===== src/rtl/seg_display_arbiter_if.sv =====
// Requester-side bundle for seg_display_arbiter: level requests, per-requester glyph words,
// one-hot grant and busy flag.
interface seg_display_arbiter_if #(
    parameter int unsigned NREQ = 3
);
    logic [NREQ-1:0]    req;
    logic [NREQ*32-1:0] digits;
    logic [NREQ-1:0]    gnt;
    logic               busy;

    modport master (output req, output digits, input gnt, input busy);
    modport slave  (input req, input digits, output gnt, output busy);
endinterface


===== src/rtl/seg_display_arbiter.sv =====
// Fixed-priority owner arbitration of the 8-digit seven-segment display with minimum hold,
// digit scanning and glyph decoding. Define SEG_DISPLAY_ARBITER_LEADZ_EN for leading-zero blanking.
module seg_display_arbiter #(
    parameter int unsigned NREQ        = 3,
    parameter int unsigned CLK_HZ      = 100_000_000,
    parameter int unsigned SCAN_DIV    = 100_000,
    parameter int unsigned MIN_HOLD_MS = 500
) (
    input  logic                  CLK100MHZ,
    input  logic                  BTNU,
    seg_display_arbiter_if.slave  bus,
    output logic [7:0]            AN,
    output logic [7:0]            seg
);

    localparam int unsigned MS_DIV = CLK_HZ / 1000;
    localparam int unsigned MS_W   = (MS_DIV > 1) ? $clog2(MS_DIV) : 1;
    localparam int unsigned SCAN_W = (SCAN_DIV > 1) ? $clog2(SCAN_DIV) : 1;
    localparam int unsigned OWN_W  = (NREQ > 1) ? $clog2(NREQ) : 1;
    localparam int unsigned HOLD_W = (MIN_HOLD_MS > 0) ? $clog2(MIN_HOLD_MS + 1) : 1;

    typedef enum logic [1:0] {
        S_IDLE,
        S_BLANK,
        S_HOLD,
        S_OWN
    } state_t;

    state_t              state;
    logic [OWN_W-1:0]    owner;
    logic [SCAN_W-1:0]   scan_cnt;
    logic [SCAN_W-1:0]   blank_cnt;
    logic [2:0]          an_idx;
    logic [MS_W-1:0]     ms_cnt;
    logic [HOLD_W-1:0]   hold_cnt;

    logic                ms_tick_c;
    logic                scan_wrap_c;
    logic                blank_done_c;
    logic                any_req_c;
    logic                owner_req_c;
    logic                preempt_c;
    logic                leave_c;
    logic                hold_done_c;
    logic                suppress_c;
    logic [OWN_W-1:0]    lowest_c;
    logic [OWN_W-1:0]    disp_owner_c;
    logic [31:0]         word_c;
    logic [3:0]          nib_c;
    logic [7:0]          seg_c;
    logic [7:0]          an_c;
    logic [HOLD_W:0]     hold_nxt_c;

    function automatic logic [7:0] glyph(input logic [3:0] code);
        logic [7:0] g;
        case (code)
            4'h0:    g = 8'b1100_0000;
            4'h1:    g = 8'b1111_1001;
            4'h2:    g = 8'b1010_0100;
            4'h3:    g = 8'b1011_0000;
            4'h4:    g = 8'b1001_1001;
            4'h5:    g = 8'b1001_0010;
            4'h6:    g = 8'b1000_0010;
            4'h7:    g = 8'b1111_1000;
            4'h8:    g = 8'b1000_0000;
            4'h9:    g = 8'b1001_0000;
            4'hA:    g = 8'b1000_1000;
            4'hB:    g = 8'b1000_1001;
            4'hC:    g = 8'b1100_0111;
            4'hD:    g = 8'b1111_1001;
            4'hE:    g = 8'b1011_1111;
            default: g = 8'hFF;
        endcase
        return g;
    endfunction

    // Arbitration decisions and the glyph for the current scan slot
    always_comb begin
        lowest_c  = '0;
        preempt_c = 1'b0;
        for (int i = int'(NREQ) - 1; i >= 0; i--) begin
            if (bus.req[i]) lowest_c = OWN_W'(i);
        end
        for (int i = 0; i < int'(NREQ); i++) begin
            if (bus.req[i] && (OWN_W'(i) < owner)) preempt_c = 1'b1;
        end

        ms_tick_c    = (ms_cnt == MS_W'(MS_DIV - 1));
        scan_wrap_c  = (scan_cnt == SCAN_W'(SCAN_DIV - 1));
        blank_done_c = (blank_cnt == SCAN_W'(SCAN_DIV - 1));
        any_req_c    = |bus.req;
        owner_req_c  = bus.req[owner];
        leave_c      = !owner_req_c || ((state == S_OWN) && preempt_c);
        hold_nxt_c   = {1'b0, hold_cnt} + (HOLD_W + 1)'(ms_tick_c);
        hold_done_c  = (hold_nxt_c >= (HOLD_W + 1)'(MIN_HOLD_MS));

        // On the grant edge the new owner's data is shown immediately
        disp_owner_c = (state == S_BLANK) ? lowest_c : owner;
        word_c       = bus.digits[32 * int'(disp_owner_c) +: 32];
        nib_c        = word_c[{an_idx, 2'b00} +: 4];
`ifdef SEG_DISPLAY_ARBITER_LEADZ_EN
        suppress_c   = (an_idx != 3'd0) && ((word_c >> {an_idx, 2'b00}) == 32'd0);
`else
        suppress_c   = 1'b0;
`endif
        seg_c        = suppress_c ? 8'hFF : glyph(nib_c);
        an_c         = ~(8'd1 << an_idx);
    end

    // Timebase, ownership FSM and registered pin drivers
    always_ff @(posedge CLK100MHZ) begin
        if (BTNU) begin
            state     <= S_IDLE;
            owner     <= '0;
            scan_cnt  <= '0;
            blank_cnt <= '0;
            an_idx    <= '0;
            ms_cnt    <= '0;
            hold_cnt  <= '0;
            bus.gnt   <= '0;
            bus.busy  <= 1'b0;
            AN        <= 8'hFF;
            seg       <= 8'hFF;
        end else begin
            if (scan_wrap_c) begin
                scan_cnt <= '0;
                an_idx   <= an_idx + 3'd1;
            end else begin
                scan_cnt <= scan_cnt + SCAN_W'(1);
            end
            ms_cnt <= ms_tick_c ? '0 : ms_cnt + MS_W'(1);

            AN  <= 8'hFF;
            seg <= 8'hFF;

            case (state)
                S_IDLE: begin
                    bus.gnt  <= '0;
                    bus.busy <= 1'b0;
                    if (any_req_c) begin
                        state     <= S_BLANK;
                        blank_cnt <= '0;
                    end
                end
                S_BLANK: begin
                    if (!blank_done_c) begin
                        blank_cnt <= blank_cnt + SCAN_W'(1);
                    end else if (any_req_c) begin
                        state    <= S_HOLD;
                        owner    <= lowest_c;
                        hold_cnt <= '0;
                        bus.gnt  <= NREQ'(1) << lowest_c;
                        bus.busy <= 1'b1;
                        AN       <= an_c;
                        seg      <= seg_c;
                    end else begin
                        state <= S_IDLE;
                    end
                end
                S_HOLD, S_OWN: begin
                    if (leave_c) begin
                        state     <= any_req_c ? S_BLANK : S_IDLE;
                        blank_cnt <= '0;
                        bus.gnt   <= '0;
                        bus.busy  <= 1'b0;
                    end else begin
                        if (state == S_HOLD) begin
                            hold_cnt <= HOLD_W'(hold_nxt_c);
                            if (hold_done_c) state <= S_OWN;
                        end
                        AN  <= an_c;
                        seg <= seg_c;
                    end
                end
                default: begin
                    state    <= S_IDLE;
                    bus.gnt  <= '0;
                    bus.busy <= 1'b0;
                end
            endcase
        end
    end

endmodule

===== src/flat_wrapper.sv =====
// flat-port wrapper written by rule: the top's interface ports become plain ports
module seg_display_arbiter_flat 
#(
    parameter int unsigned NREQ        = 3,
    parameter int unsigned CLK_HZ      = 100_000_000,
    parameter int unsigned SCAN_DIV    = 100_000,
    parameter int unsigned MIN_HOLD_MS = 500
)
  (CLK100MHZ, BTNU, AN, seg, bus_req, bus_digits, bus_gnt, bus_busy);
  seg_display_arbiter_if #(.NREQ(NREQ)) bus_i ();
  input  logic CLK100MHZ;
  input  logic BTNU;
  output logic [7:0] AN;
  output logic [7:0] seg;
  input wire logic [$bits(bus_i.req)-1:0] bus_req;
  input wire logic [$bits(bus_i.digits)-1:0] bus_digits;
  output wire logic [$bits(bus_i.gnt)-1:0] bus_gnt;
  output wire logic [$bits(bus_i.busy)-1:0] bus_busy;
  assign bus_i.req = bus_req;
  assign bus_i.digits = bus_digits;
  assign bus_gnt = bus_i.gnt;
  assign bus_busy = bus_i.busy;
  seg_display_arbiter #(.NREQ(NREQ), .CLK_HZ(CLK_HZ), .SCAN_DIV(SCAN_DIV), .MIN_HOLD_MS(MIN_HOLD_MS)) u_core (.CLK100MHZ(CLK100MHZ), .BTNU(BTNU), .bus(bus_i), .AN(AN), .seg(seg));
endmodule

===== config.mk =====
export PLATFORM = sky130hd
export DESIGN_NAME = seg_display_arbiter_flat
export DESIGN_NICKNAME = d
export VERILOG_FILES = /design/src/rtl/seg_display_arbiter_if.sv /design/src/rtl/seg_display_arbiter.sv /design/src/flat_wrapper.sv
export SDC_FILE = /design/constraint.sdc
export NUM_CORES = 1
export LEC_CHECK = 0
export CELL_PAD_IN_SITES_DETAIL_PLACEMENT = 1
export CELL_PAD_IN_SITES_GLOBAL_PLACEMENT = 1
export CORE_UTILIZATION = 40
export DETAILED_ROUTE_END_ITERATION = 8
export HOLD_SLACK_MARGIN = 0.03
export PLACE_DENSITY_LB_ADDON = 0.1
export SETUP_SLACK_MARGIN = 0.2
export SKIP_CTS_REPAIR_TIMING = 1
export SLEW_MARGIN = 10
export SYNTH_ARGS = -nofsm -noshare
export SYNTH_HDL_FRONTEND = slang
export SYNTH_SLANG_ARGS = --single-unit

===== constraint.sdc =====
create_clock -name CLK100MHZ -period 6.8 [get_ports CLK100MHZ]
set_input_delay 2.04 -clock CLK100MHZ [delete_from_list [all_inputs] [get_ports CLK100MHZ]]
set_output_delay 2.04 -clock CLK100MHZ [all_outputs]
set_load 0.02 [all_outputs]

==> out/results.txt <==
Status: complete, no violations
Proportion of layout cells with a drive suffix above 1: 0.06872
Fraction of the cycle the final worst path needs: 0.8027
Synth warn: 0
# nets final: 826
H-tree levels: 3
Highest Clock Rate: 183.2 MHz
Count of final hold-check violations: 0
Family of cells with the greatest summed delay on the critical path: buffers and inverters
Worst path arrival time: 5.69 ns
Pre-CTS WS: 1.007 ns
Endpoint kind of the worst setup timing path: register
Power per standard cell area: 169.7 nW/um^2
Static Leakage: 0.002298 uW
Critical path peak fanout: 15
Endpoint required time on the critical path: 7.03 ns
Cell with the most instances after synthesis: dfxtp_1
Nature of the critical path startpoint: input port
Worst hold path class: register to register
Setup TNS: 0 ns
Insertion delay of the later-clocked pin in the worst-skew pair: 0.34 ns
Iteration-0 DRC Markers: 252
Number of failing setup endpoints in the final timing report: 0
Number of global-route vias before repair: 4,923
Die footprint: 12,950 sq um
Number of filler instances in the final layout: 1,463
Die Y-Extent: 113.8 um
Detailed-routing iteration count for the pre-antenna-repair pass: 4
Pin count of the biggest net entering global routing: 35
Startpoint of the tightest hold check path: u_core.bus.gnt[0]
Number of remaining DRC errors: 0
Wire length of the first global-routing pass: 24.89 mm
Number of enable flip-flop cells after synthesis: 0
Unrepaired setup endpoints after global routing: no
Max-cap violations: 0
Via density per instance: 5.406
Routability cong.: 0.8196
Vias after detailed routing: 4,763
Met2 Usage GRT: 0.4183
GRT Max-Usage Layer: met2
Most common library cells after synthesis: dfxtp_1, nor2_1, nand2_1
Sw frac: 0.2358
Share of power burned in registers: 0.462
Period minus WS final: 5.458 ns
GR Util met3: 0.04942
Commonest register cell after synthesis: dfxtp_1
WL final: 15.28 mm
Cells along the critical path: clkdlybuf4s50_1 -> and4bb_1 -> a21o_1 -> buf_4 -> mux4_2 -> and2_4 -> o221ai_2 -> nand2_2 -> inv_1 -> ha_1 -> mux2_2 -> o22a_1
Number of routed nets with antenna violations: 0
Clock network fraction of design power: 0.405
Worst Path Class, Setup: input port to register
Count of antenna diodes in the layout: 0
Delay of the slowest cell on the worst path: 0.55 ns
Grt met1 use: 0.3057
Core area: 12,110 sq um
Worst path slowest cell: clkdlybuf4s50_1
Area of the multi-input gates: 3067 sq um
Residual overflow from global routing: 0
Clock root buffer: clkbuf_16
Top cell type's share of synthesized area: 0.3443
TritonCTS clock tree: done
Register area: 1722 sq um
Async S/R FF share, synth: 0
Library cells used by synthesis: 70
Boundary pin count: 121
Tot GR Track Use: 0.2432
Critical path startpoint: bus_req[0]
Final slew viol count: 0
Clock skew: 0.008560 ns
Number of buffer and inverter instances along the worst setup path: 3
Worst voltage drop across the vdd grid: 0.0001193 V
Number of input and output port buffers inserted: 119
Post-DR wirelength/cell: 17.34 um
Synth top area cells: dfxtp_1, nor2_1, xor2_1
Flops & latches, synth: 86
FP Rows: 40
Cts bufs inserted: 9
Post-synthesis sequential area ratio: 0.3443
Starting density of the core: 0.4128
Worst-margin pin slew: 0.8475 ns
Worst relative slew slack: 0.4261
Number of buffers on the longest clock path: 2
Post-Syn Area per Cell: 8.264 sq um
Area leader, netlist: dfxtp_1
Internal power of the cells: 849.9 uW
Min setup slack post-route: 1.342 ns
RR Startpoint: u_core.state[1]
Growth of design area from synthesis to finish: 31.11%
Clock input transition at the sequential cells of the worst setup and hold paths: 0.06 ns
Horiz. Die Dim: 113.8 um
Synthesized net count: 722
Antenna violations before repair: 0
Detail Placement HPWL: 11.69 mm
Total clock sinks: 86
Synth Instances: 605
Post-synthesis instance area: 5000 sq um
Combinational fraction of design power: 0.133
Net switching power of the design: 262.3 uW
per-layer routing:
metal | up-vias | routed length (um)
li1 | 2351 | -
met1 | 2290 | 6665
met2 | 100 | 7591
met3 | 22 | 756
met4 | 0 | 265
met5 | - | 0
cells in the final DEF (no fill, tap or decap), drive strengths merged, types with 17 or more instances in the layout:
| cell | count |
|---|---|
| a21oi | 30 |
| clkdlybuf4s50 | 119 |
| dfxtp | 86 |
| mux2i | 25 |
| nand2 | 69 |
| nand3 | 40 |
| nor2 | 82 |
| nor3 | 17 |
| o21ai | 22 |
| xor2 | 32 |
final timing paths:
path,slack [ns],cells past startpoint,end
max,1.34,12,u_core.seg[3]
min,0.46,2,u_core.bus.gnt[0]
max reg2reg,3.00,11,u_core.seg[3]
min reg2reg,0.46,2,u_core.bus.gnt[0]
power by group through the flow:
stage / clock network [uW] / logic (uW) / registers [uW]
after floorplan: 0 / 72.4 / 524
after global placement: 0 / 143 / 524
after detailed placement: 0 / 147 / 525
after CTS: 465 / 149 / 513
after global routing: 485 / 161 / 514
final: 450 / 148 / 513
logic make-up (layout without fill, tap and decap cells):
logic type / count (synthesis) / count (layout) / synth area share
mux: 39 / 39 / 0.09760
simple gates: 272 / 272 / 0.2680
buf+inv: 47 / 155 / 0.04229
fa+ha+maj: 16 / 16 / 0.04004
xor+xnor: 46 / 46 / 0.08058
compound gates: 98 / 98 / 0.1264
flops: 86 / 86 / 0.3443
other cells: 1 / 1 / 0.0007500
worst reg2reg max path, delay by kind of cell (launching register included):
kind	cells	cell delay, ns
buf+inv	2	0.46
compound gates	3	0.90
mux	2	0.80
fa+ha+maj	1	0.27
simple gates	3	0.65
flops	1	0.62
sequential cells by signal, indices dropped and copies added, names as in the netlist:
signal,count
u_core.blank_cnt,17
u_core.hold_cnt,9
u_core.seg,7
u_core.an_idx,3
u_core.owner,2
u_core.state,2
u_core.bus.gnt,3
u_core.AN,8
u_core.scan_cnt,17
u_core.bus.busy,1
u_core.ms_cnt,17
stage by stage:
| stage | cells | area (sq um) | power, uW | hold slack, ns | util |
|---|---|---|---|---|---|
| after floorplan | 605 | 5000 | 596.2 | 0.4260 | - |
| after global placement | 866 | 6287 | 667.0 | 0.4369 | 0.5191 |
| after detailed placement | 866 | 6287 | 671.9 | 0.4550 | 0.5191 |
| after CTS | 881 | 6555 | 1127 | 0.4636 | 0.5412 |
| after global routing | 881 | 6555 | 1161 | 0.4946 | 0.5412 |
| final | 881 | 6555 | 1112 | 0.4563 | 0.5412 |
area by class of cell:
cell class | count | area share
inverters | 16 | 0.009162
well taps | 168 | 0.03207
clock inverters | 3 | 0.003245
multi-input cells | 472 | 0.4678
clock buffers | 12 | 0.03760
flip-flops and latches | 86 | 0.2626
repair buffers | 124 | 0.1874
No activity file was read; power rests on OpenSTA's default activity.
==> patch, RTL diff (same settings) <==
The 4 states of `state_t` get a one-hot encoding in 4 bits.
--- a/src/rtl/seg_display_arbiter.sv
+++ b/src/rtl/seg_display_arbiter.sv
@@ -20,9 +20,9 @@
     localparam int unsigned HOLD_W = (MIN_HOLD_MS > 0) ? $clog2(MIN_HOLD_MS + 1) : 1;
 
-    typedef enum logic [1:0] {
-        S_IDLE,
-        S_BLANK,
-        S_HOLD,
-        S_OWN
+    typedef enum logic [3:0] {
+        S_IDLE  = 4'b0001,
+        S_BLANK = 4'b0010,
+        S_HOLD  = 4'b0100,
+        S_OWN   = 4'b1000
     } state_t;
 
Behaviour: same outputs for any inputs over 10 cycles, from zero or initial values; not proved beyond that.
==> patch against the original RTL <==
Synthesized area rose by 4.8%; sequential share of layout area fell by 0.50 points; clock skew barely moved; critical path depth rose by 1; sequential power rose by 7.2%; final area rose by 4.4%; fmax rose by 6.1%; worst setup slack improved by 310 ps; routed wire length rose by 2.4%; total power rose by 19%; sequential cell count rose by 2; hold slack improved by 17 ps; count of clock-buffer cells in the layout fell by 1; critical endpoint is now u_core.seg[0]; largest power group unchanged; highest routed layer unchanged.
==> patch: results (changes against the original RTL) <==
| Metric | Value |
|---|---|
| Met3 Use GR | 4.31% (-0.63 points) |
| Non-clock buffer count | 125 (+0.81%) |
| Comb_multi_in | 459 (-2.8%) |
| M2 GR Usage | 44.7% (+2.9 points) |
| Post-synthesis sequential area ratio | 33.6% (-0.82 points) |
| Status | finished, final reports clean |
| Post-DP HPWL | 11.9 mm (+2.2%) |
| Clkbuf count | 11 (-1) |
| Grt met1 use | 27.2% (-3.4 points) |
| Switching pwr | 366 uW (+39%) |
| Place WS | 1330 ps (+327 ps) |
| Fillers | 1519 (+3.8%) |
| Clk power | 509 uW (+13%) |
| Multi-input combinational area share | 47.5% (+0.68 points) |
| Largest net degree at the start of global routing | 32 (-8.6%) |
| First-pass GRT wire length | 25.1 mm (+0.86%) |
| Post-Route Skew | 8.38 ps (-0.183 ps) |
| Routed WL per cell | 17.8 um (+2.6%) |
| Final non-clock buffer share | 18.1% (-0.68 points) |
| Slew HR | 30.7% (-12 points) |
| Hold WS | 474 ps (+17.4 ps) |
| Clk network pwr share | 38.3% (-2.2 points) |
| DP Cell Count | 864 (-0.23%) |
| Ratio of cells with drive above 1 in the final layout | 8.49% (+1.6 points) |
| Worst Hold End | u_core.ms_cnt[0] |
| Worst-path maximum fanout | 19 (+4) |
| Worst R2R Setup Slack | 3110 ps (+110 ps) |
| Slowest cell on crit path | nor3b_1 |
| Critical path endpoint | u_core.seg[0] |
| FF+latch count, synth | 88 (+2.3%) |
| DR vias | 4888 (+2.6%) |
| Met3 WL | 502 um (-34%) |
| Worst R2R Start | u_core.ms_cnt[2] |
| Hold depth | 1 (-1) |
| Initial DRC count | 144 (-43%) |
| Hold Crit Start | u_core.ms_cnt[0] |
| Finished Layout Cells | 879 (-0.23%) |
| Non-clk invs | 20 (+4) |
| # rows | 41 (+2.5%) |
| Worst path arrival time | 5320 ps (-370 ps) |
| Worst vdd ir | 0.149 mV (+25%) |
| CP max stage delay | 710 ps (+160 ps) |
| Seq area share | 25.8% (-0.50 points) |
| Total Routing Usage GR | 24.0% (-0.28 points) |
| Synth top cells by count | dfxtp_1 (88), nor2_1 (71), nand2_1 (40), a21oi_1 (33), nand3_1 (30) |
| WL met2 | 8.08 mm (+6.4%) |
## patch: changes by cell type after synthesis, sizes merged, moves of 7 or more
cell / before / now
nor4: 9 / 2
nand2: 69 / 40
o21ai: 22 / 33
nand3: 40 / 30
or4: 1 / 11
and3: 6 / 16
mux4: 6 / 18
or3: 4 / 13
nor2: 82 / 73
## patch: logic make-up (layout without fill, tap and decap cells)
| family | after synthesis | after routing | share of synthesized area [%] |
|---|---|---|---|
| muxes | 41 | 41 | 12.3 |
| other | 1 | 1 | 0.0715 |
| buffers and inverters | 51 | 160 | 4.42 |
| and+or+nand+nor | 252 | 252 | 25.4 |
| adders and majority gates | 16 | 16 | 3.82 |
| AOI/OAI and AO/OA | 112 | 112 | 14.1 |
| xor gates and xnor gates | 37 | 37 | 6.18 |
| DFF | 88 | 88 | 33.6 |
